[src/rtl/sweep_pkg.sv]
// Shared types and width helpers for the exhaustive vector sweep checker.
package sweep_pkg;

    typedef enum logic [1:0] {
        IDLE = 2'd0,
        RUN  = 2'd1,
        DONE = 2'd2
    } sweep_state_e;

    // Hold counter needs at least one bit even when HOLD is 1.
    function automatic int holdCntWidth(input int hold);
        int w;
        w = $clog2(hold);
        return (w < 1) ? 1 : w;
    endfunction

endpackage

[src/rtl/sweep_counter.sv]
// Hold counter and stimulus vector counter; strobes a compare on the last hold cycle.
module sweep_counter
    import sweep_pkg::*;
#(
    parameter int IN_W = 3,
    parameter int HOLD = 10
) (
    input  logic            clk,
    input  logic            rst_n,
    input  logic            clear_i,
    input  logic            enable_i,
    output logic [IN_W-1:0] stim_o,
    output logic            cmp_o,
    output logic            last_o
);

    localparam int HW = holdCntWidth(HOLD);
    localparam logic [HW-1:0] HOLD_LAST = HW'(HOLD - 1);

    logic [HW-1:0]   hold_q, hold_d;
    logic [IN_W-1:0] stim_q, stim_d;
    logic            holdEnd;

    assign holdEnd = (hold_q == HOLD_LAST);
    assign cmp_o   = enable_i && holdEnd;
    assign last_o  = &stim_q;
    assign stim_o  = stim_q;

    // The vector stays on the last value after the final compare so the FSM can park in DONE.
    always_comb begin
        hold_d = hold_q;
        stim_d = stim_q;
        if (clear_i) begin
            hold_d = '0;
            stim_d = '0;
        end else if (enable_i) begin
            if (holdEnd) begin
                hold_d = '0;
                if (!last_o) begin
                    stim_d = stim_q + 1'b1;
                end
            end else begin
                hold_d = hold_q + 1'b1;
            end
        end
    end

    always_ff @(posedge clk) begin
        if (!rst_n) begin
            hold_q <= '0;
            stim_q <= '0;
        end else begin
            hold_q <= hold_d;
            stim_q <= stim_d;
        end
    end

endmodule

[config.mk]
export PLATFORM = sky130hd
export DESIGN_NAME = sweep_counter
export DESIGN_NICKNAME = d
export VERILOG_FILES = /design/src/rtl/sweep_pkg.sv /design/src/rtl/sweep_counter.sv
export SDC_FILE = /design/constraint.sdc
export NUM_CORES = 1
export LEC_CHECK = 0
export ABC_CLOCK_PERIOD_IN_PS = 2600
export BUFFER_PORTS_ARGS = -buffer_cell sky130_fd_sc_hd__buf_4
export CORE_AREA = 2 2 39 41
export DETAILED_ROUTE_END_ITERATION = 7
export DIE_AREA = 0 0 41 43
export SLEW_MARGIN = 20
export SYNTH_ARGS = -nofsm -noshare
export SYNTH_HDL_FRONTEND = slang
export SYNTH_SLANG_ARGS = --single-unit
[constraint.sdc]
create_clock -name clk -period 2.6 [get_ports clk]
set_input_delay 0.52 -clock clk [delete_from_list [all_inputs] [get_ports clk]]
set_output_delay 0.52 -clock clk [all_outputs]
set_load 0.02 [all_outputs]
==> results of run 1 <==
-- report_power, final --
part | leakage (nW) | total [W] | internal, W | switching, W
Sequential | 0.0565 | 0.000110 | 0.000108 | 0.00000194
Clock | 0.0150 | 0.0000979 | 0.0000585 | 0.0000394
Combinational | 0.110 | 0.0000101 | 0.00000514 | 0.00000497
Total | 0.181 | 0.000218 | 0.000172 | 0.0000463
-- per-stage QoR --
step / std cells / setup slack, ns / utilization
detailed placement: 62 / 0.983 / 0.308
global route: 66 / 0.792 / 0.327
floorplan: 39 / 1.09 / -
CTS: 66 / 0.877 / 0.327
global placement: 62 / 0.987 / 0.308
finish: 66 / 0.892 / 0.327
-- layout by cell type (no fill, tap or decap), drive strengths merged --
cell type / n
nand3b: 1
xnor2: 1
or3: 1
nand2b: 1
ha: 2
xor2: 1
o21ai: 2
buf: 8
o31ai: 3
nand4b: 1
clkbuf: 4
nor2: 4
dfxtp: 7
a21oi: 5
and4b: 2
nand2: 2
nor2b: 2
nand3: 3
-- path summary, 6_finish.rpt --
check / depth (start not counted) / endpoint / slack (ns)
hold / removal: 2 / stim_o[2]$_SDFFE_PP0P_ / 0.50
hold reg to reg: 2 / stim_o[2]$_SDFFE_PP0P_ / 0.50
setup reg to reg: 5 / stim_o[0]$_SDFFE_PP0P_ / 1.35
setup / recovery: 3 / last_o / 0.89
-- layout make-up --
cell class,instances,area [µm²]
sequential,7,140
multi-input combinational,31,206
tap,16,20.0
timing repair buffer,8,60.1
fill,143,931
clock buffer,4,26.3
-- worst max-delay path, delay by kind of cell (launching register included) --
kind                     cells  cell delay, ns
flip-flops                   1            0.33
buffers and inverters        1            0.18
adder cells (fa/ha/maj)      2            0.44
-- cell families (layout without fill, tap and decap cells) --
logic type / Yosys count / in the layout / synth area share
xor gates and xnor gates: 2 / 2 / 0.0498
AOI/OAI and AO/OA: 10 / 10 / 0.174
adders and majority gates: 2 / 2 / 0.0712
DFF: 7 / 7 / 0.399
and+or+nand+nor: 17 / 17 / 0.292
buffers and inverters: 1 / 12 / 0.0142
-- flip-flops by register name (all words and copies together) (netlist names) --
name,count
stim_o,3
hold_q,4
-- per-layer routing --
metal,vias up,global-route usage
met4,0,0.0600
li1,164,-
met1,145,0.107
met3,0,0.0314
met2,8,0.141
met5,-,0
==> results.sh, run 1 <==
export IMPL_synth_area_um2=352
export IMPL_syn_avg_cell_area_um2=9.02
export IMPL_required_ns=2.08
export IMPL_final_setup_viol_count=0
export IMPL_dr_wl_met2_um=325
export IMPL_p_total_w=0.000218
export IMPL_rows=14
export IMPL_synth_area_leaders="dfxtp_1 (40%), ha_1 (7.1%), o31ai_1 (6.4%)"
export IMPL_holdCritStartpoint="stim_o[2]$_SDFFE_PP0P_"
export IMPL_fin_crit_sh=0.657
export IMPL_synth_nets=45
export IMPL_grt_pass1_vias=274
export IMPL_arrival_ns=1.19
export IMPL_yosysWarningCount=0
export IMPL_regToRegStartpoint="stim_o[0]$_SDFFE_PP0P_"
export IMPL_syn_to_final_growth_pct=28.8
export IMPL_drc=0
export IMPL_yosys_register_bits=7
export IMPL_grt_usage=0.0936
export IMPL_cts_setup_buffers=0
export IMPL_core_area_um2=1380
export IMPL_critPathLaunchType="flip-flop"
export IMPL_vdd_ir_drop_worst_uv=195
export IMPL_placed_area_um2=427
export IMPL_relSlewSlack=0.807
export IMPL_endpoint_kind="output pin"
export IMPL_drt_wirelength_per_cell_um=10.4
export IMPL_setup_tns_final_ns=0
export IMPL_slowest_stage="dfxtp_1"
export IMPL_place_gp_congestion=0.711
export IMPL_finalWirelength_um=686
export IMPL_ys_top_cells_by_count="dfxtp_1 (7), a21oi_1 (4), nor2_1 (4), nand3_1 (3), o31ai_1 (3)"
export IMPL_fin_crit_ns=1.71
export IMPL_ys_flop_type="dfxtp_1"
export IMPL_hold_class="flip-flop to flip-flop"
export IMPL_synth_sequential_area_ratio=0.399
export IMPL_cts_tree="built"
export IMPL_via_count=317
export IMPL_start_util=0.254
export IMPL_crit_chain="ha_1 > ha_1 > buf_4"
export IMPL_route_top_layer_used="met3"
export IMPL_htree_num_levels=1
export IMPL_yosysTopAreaCellShare=0.399
export IMPL_cts_sinks=7
export IMPL_diodes=0
export IMPL_synthDistinctLibCells=20
export IMPL_antenna_found_initial=0
export IMPL_clk_path_buf_depth=2
export IMPL_slowest_delay_ns=0.33
export IMPL_die_w_um=41
export IMPL_final_nets=57
export IMPL_wl_met3_um=58
export IMPL_finalHoldViolations=0
export IMPL_drt_initial_drc_count=6
export IMPL_p_per_area_nw_per_um2=482
export IMPL_grt_pass1_wl_um=1080
export IMPL_clkTransAtPathRegs_ns=0.05
export IMPL_stdcell_area_um2=453
export IMPL_max_cap_viol_count=0
export IMPL_ctsHoldBuffers=0
export IMPL_skew_ns=0.00268
export IMPL_cts_resized=0
export IMPL_wl_met1_um=302
export IMPL_worst_pin_slew_ns=0.289
export IMPL_path_common_cell="ha_1"
export IMPL_clk_latency_ns=0.25
export IMPL_fmax_mhz=585
export IMPL_yosysTopAreaCell="dfxtp_1"
export IMPL_netlist_instances=39
export IMPL_drv_slew=0
export IMPL_rsz0062_at_grt="false"
export IMPL_vias_per_cell=4.80
export IMPL_path_class="flip-flop to output pin"
export IMPL_status="completed"
export IMPL_detail_route_antenna_nets=0
export IMPL_fin_hold_ws_ns=0.498
export IMPL_grt_max_degree=11
export IMPL_drive_above_1_share=0.280
export IMPL_leakagePower_nw=0.181
export IMPL_dieArea_um2=1760
export IMPL_synth_edf_count=0
export IMPL_startpoint="stim_o[0]$_SDFFE_PP0P_"
export IMPL_io_pins=9
export IMPL_yosysMostFrequentCell="dfxtp_1"
export IMPL_place_hpwl_um=507
export IMPL_io_buffers=8
export IMPL_dr_pass1_iters=3
export IMPL_numCtsBuffers=3
export IMPL_overflow=0
export IMPL_async_flop_share=0
export IMPL_cts_root_buf="clkbuf_4"
export IMPL_die_y_um=43
export IMPL_crit_fanout=5
Note: power is estimated with default switching activity, not from simulation.
==> run 2, diff against run 1 <==
--- a/config.mk
+++ b/config.mk
@@ -5,7 +5,7 @@
 export SDC_FILE = /design/constraint.sdc
 export NUM_CORES = 1
 export LEC_CHECK = 0
-export ABC_CLOCK_PERIOD_IN_PS = 2600
+export ABC_CLOCK_PERIOD_IN_PS = 1400
 export BUFFER_PORTS_ARGS = -buffer_cell sky130_fd_sc_hd__buf_4
 export CORE_AREA = 2 2 39 41
 export DETAILED_ROUTE_END_ITERATION = 7
==> constraint.sdc (replaced) <==
create_clock -name clk -period 1.4 [get_ports clk]
set_input_delay 0.28 -clock clk [delete_from_list [all_inputs] [get_ports clk]]
set_output_delay 0.28 -clock clk [all_outputs]
set_load 0.02 [all_outputs]
==> results.sh, run 2 (synthesis results as in run 1) <==
export IMPL_clk_path_buf_depth=2
export IMPL_fin_crit_ns=1.37
export IMPL_endpoint_kind="output pin"
export IMPL_fillers=143
export IMPL_io_pins=9
export IMPL_overflow=0
export IMPL_fin_ws_ns=0.0295
export IMPL_rsz0062_at_grt="true"
export IMPL_vias_per_cell=5.01
export IMPL_worst_pin_slew_ns=0.336
export IMPL_grt_max_degree=11
export IMPL_cts_root_buf="clkbuf_4"
export IMPL_stdcell_area_um2=514
export IMPL_clk_latency_ns=0.25
export IMPL_drv_slew=0
export IMPL_numCtsBuffers=3
export IMPL_finalHoldViolations=0
export IMPL_skew_ns=0.00182
export IMPL_dieArea_um2=1760
export IMPL_p_comb_frac=0.055
export IMPL_hold_class="primary input to flip-flop"
export IMPL_required_ns=1.12
export IMPL_placed_area_um2=434
export IMPL_die_y_um=43
export IMPL_core_area_um2=1380
export IMPL_cts_sinks=7
export IMPL_place_gp_congestion=0.774
export IMPL_internal_power_w=0.000320
export IMPL_switchingPower_w=0.0000925
export IMPL_diodes=0
export IMPL_reg2reg_setup_slack_ns=0.10
export IMPL_htree_num_levels=1
export IMPL_final_setup_viol_count=0
export IMPL_place_hpwl_um=587
export IMPL_drt_initial_drc_count=7
export IMPL_largest_register_ffs=4
export IMPL_relSlewSlack=0.776
export IMPL_grt_pass1_wl_um=1210
export IMPL_finalWirelength_um=861
export IMPL_drt_wirelength_per_cell_um=12.3
export IMPL_fin_crit_sh=0.979
export IMPL_p_per_area_nw_per_um2=802
export IMPL_io_buffers=8
export IMPL_cts_tree="built"
export IMPL_via_count=351
export IMPL_path_class="flip-flop to output pin"
export IMPL_drc=0
export IMPL_utilization=0.372
export IMPL_swShare=0.224
export IMPL_max_cap_viol_count=0
export IMPL_start_util=0.254
export IMPL_detail_route_antenna_nets=0
export IMPL_final_nets=61
export IMPL_antenna_found_initial=0
export IMPL_ctsHoldBuffers=0
export IMPL_rows=14
export IMPL_crit_fanout=6
export IMPL_dr_pass1_iters=4
export IMPL_critPathLaunchType="flip-flop"
export IMPL_syn_to_final_growth_pct=46.3
export IMPL_drive_above_1_share=0.426
export IMPL_place_ws_ns=0.0926
export IMPL_grt_usage=0.107
export IMPL_layout_commonest_cell="buf_4"
export IMPL_clkTransAtPathRegs_ns=0.05
export IMPL_vdd_ir_drop_worst_uv=279
export IMPL_die_w_um=41
export IMPL_p_seq_frac=0.488
export IMPL_arrival_ns=1.09
export IMPL_largest_register="hold_q"
export IMPL_leakagePower_nw=0.194
export IMPL_grt_pass1_vias=290
export IMPL_final_cell_mix="buf_4 (12), nor2_1 (4), a21oi_1 (4), dfxtp_1 (4)"
export IMPL_clkPwrFrac=0.456
export IMPL_status="completed"
export IMPL_fmax_mhz=730
export IMPL_fin_hold_ws_ns=0.315
==> run 2: metrics by stage <==
| step | setup TNS, ns | std cells | total power, W |
|---|---|---|---|
| after floorplan | 0 | 39 | 0.000217 |
| after global placement | 0 | 63 | 0.000230 |
| after detailed placement | 0 | 63 | 0.000230 |
| after CTS | 0 | 68 | 0.000417 |
| after global routing | -0.0462 | 70 | 0.000433 |
| final | 0 | 70 | 0.000412 |
==> run 2: power by group through the flow <==
stage	clock network [W]	logic, W	registers (W)
global placement	0	0.0000228	0.000207
global route	0.000207	0.0000243	0.000201
floorplan	0	0.00000974	0.000208
finish	0.000188	0.0000229	0.000201
CTS	0.000191	0.0000227	0.000203
detailed placement	0	0.0000226	0.000208
==> run 2: repair_timing <==
action                                  CTS  global route
pin swaps                                 0             1
setup buffers                             1             2
endpoints found under the setup margin    2             2
gates resized for setup                   5             3
==> run 2: final timing paths <==
path / start / to / cells after the start
setup / recovery: hold_q[2]$_SDFFE_PP0P_ / cmp_o / 3
hold / removal: enable_i / hold_q[0]$_SDFFE_PP0P_ / 3
setup reg to reg: hold_q[2]$_SDFFE_PP0P_ / stim_o[1]$_SDFFE_PP0P_ / 5
hold reg to reg: stim_o[1]$_SDFFE_PP0P_ / stim_o[1]$_SDFFE_PP0P_ / 2
==> run 2: worst max-delay path, cell delays in order (launching register included) <==
cell and delay [ns]:
dfxtp_2 0.34, nand4b_1 0.22, nor2_1 0.13, buf_4 0.15
==> run 2: area by class of cell <==
| class | count | area, µm² | area share |
|---|---|---|---|
| Clock buffer | 4 | 26.3 | 0.0511 |
| Timing Repair Buffer | 12 | 90.1 | 0.175 |
| Multi-Input combinational cell | 31 | 231 | 0.450 |
| Tap cell | 16 | 20.0 | 0.0389 |
| Sequential cell | 7 | 146 | 0.285 |
==> run 2: metal layers <==
layer	track usage	vias up	part of all wire
li1	-	176	-
met1	0.117	161	0.48
met2	0.163	14	0.47
met3	0.0314	0	0.053
met4	0.0800	0	0
met5	0	-	0
